## config.mk

```make
export PLATFORM = sky130hd
export DESIGN_NAME = hvgen_param
export DESIGN_NICKNAME = d
export VERILOG_FILES = /design/src/rtl/hvgen_param.sv
export SDC_FILE = /design/constraint.sdc
export NUM_CORES = 1
export LEC_CHECK = 0
export ABC_AREA = 1
export BUFFER_PORTS_ARGS = -buffer_cell sky130_fd_sc_hd__buf_2
export CAP_MARGIN = 10
export CORE_MARGIN = 3
export CORE_UTILIZATION = 37
export DETAILED_ROUTE_END_ITERATION = 8
export MAX_ROUTING_LAYER = met4
export PLACE_DENSITY = 0.63
export SLEW_MARGIN = 5
export SYNTH_ARGS = -nofsm -noshare
export SYNTH_HDL_FRONTEND = slang
export SYNTH_SLANG_ARGS = --single-unit
```

## constraint.sdc

```tcl
create_clock -name MCLK -period 3.45 [get_ports MCLK]
set_input_delay 0.1725 -clock MCLK [delete_from_list [all_inputs] [get_ports MCLK]]
set_output_delay 0.1725 -clock MCLK [all_outputs]
set_load 0.01 [all_outputs]
```

## src/rtl/hvgen_param.sv

```systemverilog
// Parametrised raster timing generator: counters, blank/sync with offsets,
// PIPE-aligned blank-gated RGB, and line/frame strobes.
module hvgen_param #(
    parameter int RGB_W   = 12,
    parameter int HCW     = 9,
    parameter int VCW     = 9,
    parameter int H_TOTAL = 384,
    parameter int H_ACT   = 256,
    parameter int H_SB    = 288,
    parameter int H_SW    = 32,
    parameter int H_STEP  = 2,
    parameter int V_TOTAL = 262,
    parameter int V_ACT   = 224,
    parameter int V_SB    = 226,
    parameter int V_SW    = 4,
    parameter int V_STEP  = 4,
    parameter int H_LEAD  = 0,
    parameter int PIPE    = 1
) (
    input  logic             MCLK,
    input  logic             RESET,
    input  logic             PCEN,
    input  logic [4:0]       HOFFS,
    input  logic [2:0]       VOFFS,
    input  logic [RGB_W-1:0] iRGB,
    output logic [HCW-1:0]   HPOS,
    output logic [VCW-1:0]   VPOS,
    output logic [RGB_W-1:0] oRGB,
    output logic             HBLK,
    output logic             VBLK,
    output logic             HSYN,
    output logic             VSYN,
    output logic             LSTB,
    output logic             FSTB
);

    localparam int HW = HCW + 2;
    localparam int VW = VCW + 2;
    localparam logic [HCW-1:0] H_LAST = HCW'(H_TOTAL - 1);
    localparam logic [VCW-1:0] V_LAST = VCW'(V_TOTAL - 1);

    generate
        if (!(H_ACT < H_TOTAL && H_TOTAL <= (1 << HCW))) begin : g_bad_h
            $error("hvgen_param: illegal horizontal geometry");
        end
        if (!(V_ACT < V_TOTAL && V_TOTAL <= (1 << VCW))) begin : g_bad_v
            $error("hvgen_param: illegal vertical geometry");
        end
        if (H_SB + H_SW > H_TOTAL || V_SB + V_SW > V_TOTAL) begin : g_bad_s
            $error("hvgen_param: sync window exceeds total");
        end
        if (PIPE < 1 || PIPE > 8) begin : g_bad_p
            $error("hvgen_param: PIPE out of range");
        end
    endgenerate

    logic [HCW-1:0] hcnt;
    logic [VCW-1:0] vcnt;
    logic [4:0]     hoff_l;
    logic [2:0]     voff_l;
    logic           h_wrap;
    logic           v_wrap;

    assign h_wrap = (hcnt == H_LAST);
    assign v_wrap = (vcnt == V_LAST);

    always_ff @(posedge MCLK) begin
        if (RESET) begin
            hcnt   <= '0;
            vcnt   <= '0;
            hoff_l <= '0;
            voff_l <= '0;
        end else if (PCEN) begin
            hcnt <= h_wrap ? '0 : hcnt + 1'b1;
            if (h_wrap) begin
                vcnt <= v_wrap ? '0 : vcnt + 1'b1;
            end
            // Offsets only move at the frame boundary so a frame never tears
            if (h_wrap && v_wrap) begin
                hoff_l <= HOFFS;
                voff_l <= VOFFS;
            end
        end
    end

    logic [HW-1:0] hs_raw;
    logic [HW-1:0] hs_beg;
    logic [HW-1:0] hcnt_x;
    logic [VW-1:0] vs_raw;
    logic [VW-1:0] vs_beg;
    logic [VW-1:0] vcnt_x;
    logic          hb;
    logic          vb;
    logic          hs_n;
    logic          vs_n;

    assign hs_raw = HW'(H_SB) + HW'(hoff_l) * HW'(H_STEP);
    assign vs_raw = VW'(V_SB) + VW'(voff_l) * VW'(V_STEP);

    // Clamp so the whole pulse stays inside the line/frame
    assign hs_beg = ({1'b0, hs_raw} + (HW+1)'(H_SW) > (HW+1)'(H_TOTAL))
                  ? HW'(H_TOTAL - H_SW) : hs_raw;
    assign vs_beg = ({1'b0, vs_raw} + (VW+1)'(V_SW) > (VW+1)'(V_TOTAL))
                  ? VW'(V_TOTAL - V_SW) : vs_raw;

    assign hcnt_x = HW'(hcnt);
    assign vcnt_x = VW'(vcnt);

    assign hb   = (hcnt >= HCW'(H_ACT));
    assign vb   = (vcnt >= VCW'(V_ACT));
    assign hs_n = !(hcnt_x >= hs_beg && hcnt_x < hs_beg + HW'(H_SW));
    assign vs_n = !(vcnt_x >= vs_beg && vcnt_x < vs_beg + VW'(V_SW));

    logic [3:0] pipe     [PIPE];
    logic [3:0] stage_in [PIPE];

    always_comb begin
        stage_in[0] = {hb, vb, hs_n, vs_n};
        for (int i = 1; i < PIPE; i++) begin
            stage_in[i] = pipe[i-1];
        end
    end

    always_ff @(posedge MCLK) begin
        if (RESET) begin
            for (int i = 0; i < PIPE; i++) begin
                pipe[i] <= 4'hF;
            end
            oRGB <= '0;
        end else if (PCEN) begin
            for (int i = 0; i < PIPE; i++) begin
                pipe[i] <= stage_in[i];
            end
            oRGB <= (stage_in[PIPE-1][3] | stage_in[PIPE-1][2]) ? '0 : iRGB;
        end
    end

    always_ff @(posedge MCLK) begin
        if (RESET) begin
            LSTB <= 1'b0;
            FSTB <= 1'b0;
        end else begin
            LSTB <= PCEN & h_wrap;
            FSTB <= PCEN & h_wrap & v_wrap;
        end
    end

    assign {HBLK, VBLK, HSYN, VSYN} = pipe[PIPE-1];
    assign HPOS = hcnt + HCW'(H_LEAD);
    assign VPOS = vcnt;

endmodule

```

==> results of run 1 <==
[area by class of cell]
cell class                 instances  area, um^2  area share, %
multi-input combinational        254        1410           46.7
timing repair buffer              58         290           9.61
tap                               77        96.3           3.19
sequential                        44         921           30.5
inverter                          54         205           6.80
clock inverter                     2        13.8          0.456
clock buffer                       6        82.6           2.74
[worst max-delay path by stage]
stage	from	endpoint	slack, ns
3_5_place_dp	voff_l[1]$_SDFFE_PP0P_	pipe[0][0]$_SDFFCE_PN1P_	0.70
4_1_cts	voff_l[1]$_SDFFE_PP0P_	pipe[0][0]$_SDFFCE_PN1P_	0.66
2_1_floorplan	voff_l[1]$_SDFFE_PP0P_	pipe[0][0]$_SDFFCE_PN1P_	0.97
3_3_place_gp	voff_l[0]$_SDFFE_PP0P_	pipe[0][0]$_SDFFCE_PN1P_	0.82
5_1_grt	voff_l[1]$_SDFFE_PP0P_	pipe[0][0]$_SDFFCE_PN1P_	0.34
6_report	voff_l[1]$_SDFFE_PP0P_	pipe[0][0]$_SDFFCE_PN1P_	0.68
[placed cells by master, fill, tap and decap left out, types with 2 or more instances in the layout]
master and instances:
nor3_1 6, xnor2_1 2, nand3_1 28, dfxtp_1 40, inv_1 50, xor2_1 3, inv_2 3, buf_2 58
edfxtp_1 4, a21oi_1 17, nor2_1 36, nand4_1 7, o21ai_0 23, nor2_8 2, nand2_1 93, clkbuf_8 6
nand2_4 3, ha_1 27
[state kept, by name, indices dropped and copies added, names as in the netlist]
register,flops
VPOS,9
hoff_l,5
oRGB,12
voff_l,3
pipe,4
FSTB,1
LSTB,1
hcnt,9
[routing by layer]
metal / part of all wire, % / vias to the layer above
li1: - / 1266
met1: 47 / 1063
met2: 49 / 40
met3: 3.4 / 6
met4: 0.93 / 0
met5: 0 / -
[worst reg2reg max path, cell delays in order (launching register included)]
cell,delay [ns]
dfxtp_1,0.40
nand2_1,0.12
inv_1,0.07
ha_1,0.21
inv_1,0.05
nand4_1,0.07
nand2_1,0.23
inv_1,0.14
nor2_1,0.11
ha_1,0.16
xor2_1,0.18
inv_1,0.07
ha_1,0.26
nand2_1,0.06
nor2_1,0.05
nand4_1,0.07
o211ai_1,0.08
a21oi_1,0.12
nand2_1,0.06
[kinds of logic (layout without fill, tap and decap cells)]
group           count (synthesis)  after routing  share of synthesized area, %
compound gates                 44             44                          9.06
simple gates                  178            178                          31.2
flops                          44             44                          36.0
fa+ha+maj                      27             27                          13.2
xor+xnor                        5              5                          1.71
buf+inv                        58            120                          8.77
[power groups by stage]
| stage | clock [uW] | combinational, uW | sequential (uW) |
|---|---|---|---|
| 3_3_place_gp | 0 | 66.8 | 546 |
| 5_1_grt | 383 | 76.2 | 537 |
| 4_1_cts | 360 | 67.9 | 535 |
| 3_5_place_dp | 0 | 67.8 | 547 |
| 2_1_floorplan | 0 | 27.8 | 552 |
| 6_report | 348 | 66.2 | 535 |
[metrics by stage]
step           area (um^2)  hold slack, ns  std cells
2_1_floorplan         2550           0.283        356
5_1_grt               3020          0.0599        495
6_report              3020          0.0596        495
3_5_place_dp          2920           0.373        487
4_1_cts               3020          0.0507        495
3_3_place_gp          2920           0.367        487
==> key figures, run 1 <==
Run status
  – Run status: complete, no violations

Yosys
  – Most frequent cells after synthesis: nand2_1, inv_1, dfxtp_1
  – Syn Inst Count: 356
  – Post-synth EDFFs: 4
  – Syn Area/Cell: roughly 7 um^2
  – Netlist cell types: 27
  – Top-count cell post-synth: nand2_1
  – Post-Syn Nets: roughly 410
  – Synthesis Warnings: 0
  – Register area share after synthesis: 36.0%
  – Leading post-synthesis cells by cell area: dfxtp_1, nand2_1, ha_1
  – Ys async rst share: 0%
  – #FFs+latches synth: 44
  – Synth top area share: between 30% and 40%
  – Mapped cell area: 2550 um^2
  – Area leader, netlist: dfxtp_1
  – Post-synth top flop: dfxtp_1

Clock network
  – Clk slew on worst S/H paths: 0.09 ns
  – Clock latency on the worst-skew pair: 0.30 ns
  – Max clock buf depth: 2
  – CTS-repair resized insts: 0
  – CTS root buf: clkbuf_8
  – # clock sinks: between 40 and 50
  – CTS buffer count: 5
  – TritonCTS clock tree: built
  – H-tree Lvls: 2
  – Setup bufs post-CTS: 0
  – Cts hold-fix bufs: 0

Timing
  – Rel. slew slack: 70.3%
  – Slew Limit Fails: 0
  – Period minus WS final: 2.77 ns
  – Worst clock skew: 0.0126 ns
  – Final Worst Setup Slack: 0.677 ns
  – Unrepaired setup endpoints after global routing: false
  – Period utilisation layout: 80.4%
  – Least-Margin Pin Slew: 0.441 ns
  – Highest clock rate: 0.361 GHz
  – Final setup viols: 0
  – Final Hold Fails: 0
  – Final setup TNS: 0 ns

Route
  – Drt pass-1 iters: 4
  – Routed WL: roughly 6000 um
  – Detail Route Antenna Nets: 0
  – Vias/cell: 4.80
  – Drt drc: 0
  – Vias after detailed routing: around 2,400
  – Drt wl/cell: 12.1 um
  – DR iter-0 viols: approximately 110

Global routing
  – Largest net degree at the start of global routing: 20
  – Total GRT Usage: between 10% and 20%
  – Met2 Use GR: 28.4%
  – Met1 usage: 21.7%
  – Initial antenna violation count: 0
  – Most crowded layer after global routing: met2
  – First-pass GRT wire length: 10,400 um
  – M3 GR Usage: 3.13%
  – Global route overflow: 0
  – Number of global-route vias before repair: about 2,300

Die
  – Core ar.: 6530 um^2
  – I/O pins: around 60
  – Die height: ~89 um
  – DIE AREA: 7940 um^2
  – Initial Utilization: 39.1%
  – Number of cell rows: 29
  – Die X: 89.1 um

Finish
  – Layout cells sized above 1: 18.4%
  – # diodes: 0
  – Synthesis-to-layout area growth: 18.2%
  – Filler instances: 692
  – # nets final: 467
  – Final Util: 46.2%

Setup path
  – CP Cell Sequence: nand2_1 > inv_1 > ha_1 > inv_1 > nand4_1 > nand2_1 > inv_1 > nor2_1 > ha_1 > xor2_1 > inv_1 > ha_1 > nand2_1 > nor2_1 > nand4_1 > o211ai_1 > a21oi_1 > nand2_1
  – WS Path Type: flop to flop
  – Reg2Reg Depth: 18
  – Worst path bufs/invs: 4
  – Reg2reg setup slack: 0.68 ns
  – Slowest CP cell: dfxtp_1
  – Worst EP required: 3.50 ns
  – Crit Path Max Fanout: 8
  – CP endpoint kind: flop
  – Arrival time worst endpoint: 2.82 ns
  – Worst setup SP type: flop
  – Worst R2R Start: voff_l[1]$_SDFFE_PP0P_
  – R2R Path End: pipe[0][0]$_SDFFCE_PN1P_
  – Max incr delay on CP: around 0.40 ns
  – Crit-path leading delay family: simple AND/OR/NAND/NOR gates
  – Worst path depth: 18

Placement
  – Dpl hpwl: 4700 um
  – Pre-CTS WS: 0.697 ns
  – # port buffers: 58
  – Gpl congestion: 0.858

Power
  – Lkg Pwr: between 0.0015 and 0.002 uW
  – Total Power: 949 uW
  – Pint: 717 uW
  – Clock share of power: 36.7%
  – Maximum VDD drop: 0.154 mV
  – Sequential Power Share: 56.4%
  – Sw Ratio: between 20% and 30%
  – Combinational Power Share: 7.0%
  – Net Switching: 232 uW
  – PwrDens: 314 nW/um^2

Worst hold path
  – WHS Path Cells: 3
  – Hold Startpoint: HOFFS[0]
  – WHS Endpoint: hoff_l[0]$_SDFFE_PP0P_
  – Hold Path Class: primary input to flop

Job
  – Max Cap Violations: 0
No activity file was read; power rests on OpenSTA's default activity.
==> inputs of run 2 (changes only) <==
Settings changed: ABC_AREA 1 to 0, PLACE_DENSITY 0.63 to 0.66.
Clock period 3.45 ns to 2.4 ns, I/O delays scaled along.
==> run 2 against run 1 <==
  * Critical path depth is 7 lower
  * Design area rose by 2.2%
  * Die area fell by 7.0%
  * Maximum frequency rose by 17%
  * Clock skew decreased by 0.0013 ns
  * Worst hold slack worse by 0.038 ns
  * Register-to-register slack got worse by 0.65 ns
  * Count of clock-buffer cells in the layout stayed put
  * Utilization up 4.7 points
  * Combinational power up 47%
  * Critical path type unchanged
  * Largest power group unchanged
==> key figures, run 2 <==
Run status
  – Run status: complete, no violations

Setup path
  – WS Path Type: flop to flop
  – Worst setup SP type: flop
  – CP endpoint kind: flop
  – Reg2Reg Depth: 11 (-7)
  – Crit Path Max Fanout: 3 (-5)
  – Arrival time worst endpoint: 2.42 ns (-0.40 ns)
  – Worst EP required: 2.45 ns (-1.05 ns)

Route
  – Drt wl/cell: 14.9 um (+23%)
  – Vias after detailed routing: 2,064 (-13%)
  – Drt drc: 0 (unchanged)
  – DR iter-0 viols: 80 (-25%)
  – Routed WL: 5850 um (-2.6%)
  – Detail Route Antenna Nets: 0 (unchanged)
  – Drt pass-1 iters: 4 (unchanged)
  – Vias/cell: 5.27 (+9.7%)

Clock network
  – CTS root buf: clkbuf_8
  – Cts hold-fix bufs: 0 (unchanged)
  – CTS buffer count: 5 (unchanged)
  – Max clock buf depth: 2 (unchanged)
  – TritonCTS clock tree: built
  – Clock latency on the worst-skew pair: 0.30 ns (about the same)
  – H-tree Lvls: 2 (unchanged)
  – # clock sinks: 44 (unchanged)
  – Clk slew on worst S/H paths: 0.09 ns (about the same)

Yosys
  – Post-synth top flop: dfxtp_1
  – Syn Area/Cell: 9.64 um^2 (+34%)
  – Register area share after synthesis: 39.0% (+2.9 points)
  – Most frequent cells after synthesis: dfxtp_1, ha_1, a22o_1
  – Mapped cell area: 2360 um^2 (-7.5%)
  – Leading post-synthesis cells by cell area: dfxtp_1, ha_1, a22o_1
  – Area leader, netlist: dfxtp_1
  – Netlist cell types: 47 (+74%)
  – Synthesis Warnings: 0 (unchanged)
  – Post-Syn Nets: 295 (-27%)
  – Ys async rst share: 0% (unchanged)
  – #FFs+latches synth: 44 (unchanged)
  – Post-synth EDFFs: 4 (unchanged)
  – Top-count cell post-synth: dfxtp_1
  – Synth top area share: 33.9% (+2.6 points)
  – Syn Inst Count: 245 (-31%)

Power
  – Lkg Pwr: 0.00136 uW (-15%)
  – Combinational Power Share: 6.7% (-0.3 points)
  – Clock share of power: 40.8% (+4.1 points)
  – Net Switching: 321 uW (+38%)
  – Sw Ratio: 21.9% (-2.6 points)
  – PwrDens: 475 nW/um^2 (+51%)
  – Pint: 1140 uW (+60%)
  – Maximum VDD drop: 0.321 mV (+110%)
  – Sequential Power Share: 52.5% (-3.9 points)
  – Total Power: 1460 uW (+54%)

Finish
  – # nets final: 366 (-22%)
  – Post-Layout Cell Count: 392 (-21%)
  – Final Util: 50.9% (+4.7 points)
  – Most flops, register: oRGB
  – Commonest non-fill, non-tap cell in the layout: buf_2
  – Layout cells sized above 1: 36.0% (+18 points)
  – Commonest cells after routing, fill and taps aside: buf_2, dfxtp_1, ha_1
  – # diodes: 0 (unchanged)
  – Max reg flops: 12 (unchanged)
  – Synthesis-to-layout area growth: 30.7%

Timing
  – Unrepaired setup endpoints after global routing: true
  – Worst clock skew: 0.0113 ns (-0.00128 ns)
  – Rel. slew slack: 32.8% (-38 points)
  – Final Hold Fails: 0 (unchanged)
  – Least-Margin Pin Slew: 1.01 ns (+0.564 ns)
  – Final setup viols: 0 (unchanged)
  – Slew Limit Fails: 0 (unchanged)
  – Highest clock rate: 0.422 GHz (+17%)
  – Period minus WS final: 2.37 ns (-0.400 ns)
  – Period utilisation layout: 98.8% (+18 points)
  – Final setup TNS: 0 ns (unchanged)

Global routing
  – Largest net degree at the start of global routing: 17 (-15%)
  – Most crowded layer after global routing: met2
  – Global route overflow: 0 (unchanged)
  – First-pass GRT wire length: 9690 um (-7.0%)
  – Total GRT Usage: 16.9% (-0.27 points)
  – Met2 Use GR: 27.3% (-1.1 points)
  – Initial antenna violation count: 0 (unchanged)
  – Number of global-route vias before repair: 1,995 (-12%)
  – Met1 usage: 21.1% (-0.62 points)
  – M3 GR Usage: 3.36% (+0.23 points)

Worst hold path
  – WHS Path Cells: 2 (-1)
  – Hold Path Class: primary input to flop

Die
  – Die X: 85.9 um (-3.6%)
  – Die height: 85.9 um (-3.6%)
  – Core ar.: 6060 um^2 (-7.2%)
  – I/O pins: 59 (unchanged)
  – DIE AREA: 7380 um^2 (-7.0%)
  – Number of cell rows: 28 (-3.4%)
  – Initial Utilization: 39.0% (-0.14 points)

Placement
  – Post-Place Cells: 379 (-22%)
  – # port buffers: 58 (unchanged)
  – Gpl congestion: 0.876 (+2.0%)
  – Dpl hpwl: 4260 um (-9.3%)

Job
  – Max Cap Violations: 0 (unchanged)
[run 2: what timing repair did]
item / in CTS / in global routing
endpoints found under the setup margin: 1 / 1
resized for setup: 13 / 11
setup buffers: 5 / 0
pin swaps: 10 / 9
endpoints found under the hold margin: 0 / 0
[run 2: path summary, 6_finish.rpt]
path                                            endpoint                    from  slack [ns]
worst min register to register     oRGB[10]$_SDFFE_PP0P_   oRGB[10]$_SDFFE_PP0P_        0.48
worst max register to register  pipe[0][0]$_SDFFCE_PN1P_  voff_l[1]$_SDFFE_PP0P_        0.03
worst max-delay path            pipe[0][0]$_SDFFCE_PN1P_  voff_l[1]$_SDFFE_PP0P_        0.03
worst min-delay path                oRGB[7]$_SDFFE_PP0P_                 iRGB[7]        0.02
[run 2: kinds of logic (layout without fill, tap and decap cells)]
group           after synthesis  after routing  share of synthesized area [%]
simple gates                 82             82                           19.8
xor+xnor                     14             14                           5.19
mux                           3              3                           1.32
buf+inv                      27             99                           4.87
flops                        44             44                           39.0
fa+ha+maj                    27             27                           14.3
compound gates               48             48                           15.5
[run 2: worst max-delay path: stages (launching register included)]
cell and delay [ns]:
dfxtp_2 0.33, and2_4 0.16, ha_4 0.25, nand3b_1 0.11
nand2_2 0.08, buf_6 0.13, buf_4 0.14, buf_4 0.14
xor2_1 0.14, ha_1 0.32, a211oi_2 0.21, o211ai_1 0.12
[run 2: area by class of cell]
cell class | instances | area [um^2]
fillers | 569 | 2970
multi-input cells | 174 | 1460
flip-flops and latches | 44 | 923
repair buffers | 74 | 418
well taps | 75 | 93.8
clock buffers | 6 | 82.6
inverters | 17 | 66.3
clock inverters | 2 | 38.8
[run 2: per-layer routing]
metal | vias up | part of all wire [%]
met2 | 52 | 49
met3 | 9 | 4.7
met4 | 0 | 1.6
met5 | - | 0
li1 | 1033 | -
met1 | 970 | 44
[run 2: per-stage QoR]
| step | instance area, um^2 | worst slack, ns | hold WS, ns |
|---|---|---|---|
| 2_1_floorplan | 2370 | 0.00241 | 0.246 |
| 3_3_place_gp | 2800 | 0.0398 | 0.332 |
| 3_5_place_dp | 2800 | -0.0471 | 0.334 |
| 4_1_cts | 3040 | -0.0289 | 0.0160 |
| 5_1_grt | 3090 | -0.0376 | 0.0118 |
| 6_report | 3090 | 0.0278 | 0.0219 |
[run 2: power groups by stage]
| stage | Combinational [uW] | Clock (uW) | Sequential (uW) |
|---|---|---|---|
| finish | 97.6 | 598 | 770 |
| CTS | 98.2 | 615 | 770 |
| global placement | 97.2 | 0 | 787 |
| floorplan | 41.1 | 0 | 795 |
| global route | 108 | 647 | 773 |
| detailed placement | 97.7 | 0 | 787 |
==> inputs of run 3 (changes only) <==
Settings changed: CAP_MARGIN 10 to 25, PLACE_DENSITY 0.66 to 0.64.
Clock period 2.4 ns to 2.8 ns, I/O delays scaled along.
==> run 3 against run 2 <==
  * Clock power fell by 34%
  * Critical path type unchanged
  * Worst hold slack improved by 0.018 ns
  * Routed wire length fell by 8.5%
==> key figures, run 3 (same netlist as run 2, synthesis figures left out) <==
Setup path
  – Most frequent CP cell: ha_1
  – Reg2reg setup slack: 0.17 ns (+0.14 ns)
  – WS Path Type: flop to flop
  – Crit Path Max Fanout: 5 (+2)
  – CP endpoint kind: flop
  – Worst setup SP type: flop
  – Worst EP required: 2.95 ns (+0.50 ns)
  – Max incr delay on CP: 0.34 ns (about the same)
  – Slowest CP cell: a2111oi_2
  – CP Cell Sequence: and2_1 > ha_1 > nand3b_1 > nand2_1 > and2_1 > ha_1 > inv_1 > ha_1 > nand3_1 > a2111oi_2 > nor3_1 > o211ai_1
  – Arrival time worst endpoint: 2.78 ns (+0.36 ns)

Power
  – Sequential Power Share: 57.9% (+5.4 points)
  – Clock share of power: 34.7% (-6.1 points)
  – Maximum VDD drop: 0.288 mV (-10%)
  – Lkg Pwr: 0.00127 uW (-6.3%)
  – PwrDens: 400 nW/um^2 (-16%)
  – Pint: 865 uW (-24%)
  – Combinational Power Share: 7.4% (+0.7 points)
  – Net Switching: 274 uW (-15%)
  – Sw Ratio: 24.1% (+2.2 points)

Finish
  – # diodes: 0 (unchanged)
  – Commonest cells after routing, fill and taps aside: buf_2, dfxtp_1, ha_1
  – # nets final: 357 (-2.5%)
  – Synthesis-to-layout area growth: 20.4%
  – Filler instances: 606 (+6.5%)
  – Layout cells sized above 1: 27.6% (-8.4 points)
  – Max reg flops: 12 (unchanged)
  – Post-Layout Cell Count: 383 (-2.3%)
  – Commonest non-fill, non-tap cell in the layout: buf_2
  – Most flops, register: oRGB

Placement
  – Pre-CTS WS: 0.167 ns (+0.214 ns)
  – Dpl hpwl: 4080 um (-4.3%)
  – Gpl congestion: 0.821 (-6.2%)
  – # port buffers: 58 (unchanged)
  – Post-Place Cells: 375 (-1.1%)

Route
  – DR iter-0 viols: 94 (+18%)
  – Detail Route Antenna Nets: 0 (unchanged)
  – Drt drc: 0 (unchanged)
  – Vias/cell: 5.19 (-1.4%)
  – Routed WL: 5350 um (-8.5%)
  – Drt pass-1 iters: 4 (unchanged)
  – Vias after detailed routing: 1,989 (-3.6%)
  – Drt wl/cell: 14.0 um (-6.4%)

Clock network
  – Clock latency on the worst-skew pair: 0.30 ns (about the same)
  – CTS root buf: clkbuf_8
  – Max clock buf depth: 2 (unchanged)
  – # clock sinks: 44 (unchanged)
  – H-tree Lvls: 2 (unchanged)
  – TritonCTS clock tree: built
  – CTS buffer count: 5 (unchanged)
  – Cts hold-fix bufs: 0 (unchanged)
  – Clk slew on worst S/H paths: 0.09 ns (about the same)

Die
  – Core ar.: 6060 um^2 (unchanged)
  – I/O pins: 59 (unchanged)
  – Die X: 85.9 um (unchanged)
  – DIE AREA: 7380 um^2 (unchanged)
  – Initial Utilization: 39.0% (unchanged)
  – Die height: 85.9 um (unchanged)
  – Number of cell rows: 28 (unchanged)

Global routing
  – Number of global-route vias before repair: 1,858 (-6.9%)
  – Global route overflow: 0 (unchanged)
  – First-pass GRT wire length: 8930 um (-7.8%)
  – Initial antenna violation count: 0 (unchanged)
  – Largest net degree at the start of global routing: 16 (-1)
  – Total GRT Usage: 15.6% (-1.3 points)

Timing
  – Rel. slew slack: 52.7% (+20 points)
  – Hold slack: 0.0395 ns (+0.0176 ns)
  – Final Hold Fails: 0 (unchanged)
  – Least-Margin Pin Slew: 0.704 ns (-0.301 ns)
  – Final Worst Setup Slack: 0.168 ns (+0.141 ns)
  – Slew Limit Fails: 0 (unchanged)
  – Period utilisation layout: 94.0% (-4.9 points)
  – Worst clock skew: 0.00893 ns (-0.00239 ns)
  – Period minus WS final: 2.63 ns (+0.259 ns)
  – Highest clock rate: 0.380 GHz (-9.9%)
  – Final setup viols: 0 (unchanged)

Worst hold path
  – Hold Path Class: primary input to flop

Run status
  – Run status: complete, no violations

Job
  – Max Cap Violations: 0 (unchanged)
==> run 3: area by class of cell <==
cell class | count | area [um^2] | share of cell area (%)
Clock buffer | 6 | 72.6 | 2.55
Tap cell | 75 | 93.8 | 3.30
Inverter | 17 | 63.8 | 2.24
Multi-Input combinational cell | 174 | 1340 | 47.1
Sequential cell | 44 | 921 | 32.4
Timing Repair Buffer | 65 | 343 | 12.0
Clock inverter | 2 | 12.5 | 0.440
==> run 3: repair_timing <==
action,CTS,global route
buffers inserted,0,0
setup endpoints to repair,0,1
resized for setup,0,2
==> run 3: metrics by stage <==
| step | total power [uW] | setup TNS [ns] | area [um^2] | utilization (%) |
|---|---|---|---|---|
| final | 1140 | 0 | 2850 | 46.9 |
| after global routing | 1190 | -0.00500 | 2850 | 46.9 |
| after CTS | 1150 | 0 | 2840 | 46.8 |
| after detailed placement | 759 | 0 | 2750 | 45.4 |
| after global placement | 759 | 0 | 2750 | 45.4 |
| after floorplan | 717 | 0 | 2360 | - |
==> run 3: power by group through the flow <==
stage	logic, uW	clock network (uW)	registers, uW
floorplan	35.2	0	682
global placement	84.5	0	674
detailed placement	84.8	0	674
CTS	85.3	406	660
global route	93.0	435	662
finish	83.7	396	660
==> run 3: metal layers <==
layer,GRT usage [%],wire [um],up-vias
met2,24.1,2530,41
met5,-,0,-
met4,5.04,72,0
li1,-,-,1022
met3,4.42,290,7
met1,19.6,2460,919
==> run 3: critical path: cells and delay by family (launching register included) <==
kind	cells	cell delay (ns)
and+or+nand+nor	6	0.77
buffers and inverters	1	0.04
AOI/OAI and AO/OA	2	0.51
DFF	1	0.31
adders and majority gates	3	0.84
==> run 3: final timing paths <==
path	startpoint	endpoint	depth (start not counted)
worst max-delay path	voff_l[1]$_SDFFE_PP0P_	pipe[0][0]$_SDFFCE_PN1P_	12
worst min-delay path	iRGB[2]	oRGB[2]$_SDFFE_PP0P_	2
worst max register to register	voff_l[1]$_SDFFE_PP0P_	pipe[0][0]$_SDFFCE_PN1P_	12
worst min register to register	oRGB[2]$_SDFFE_PP0P_	oRGB[2]$_SDFFE_PP0P_	1
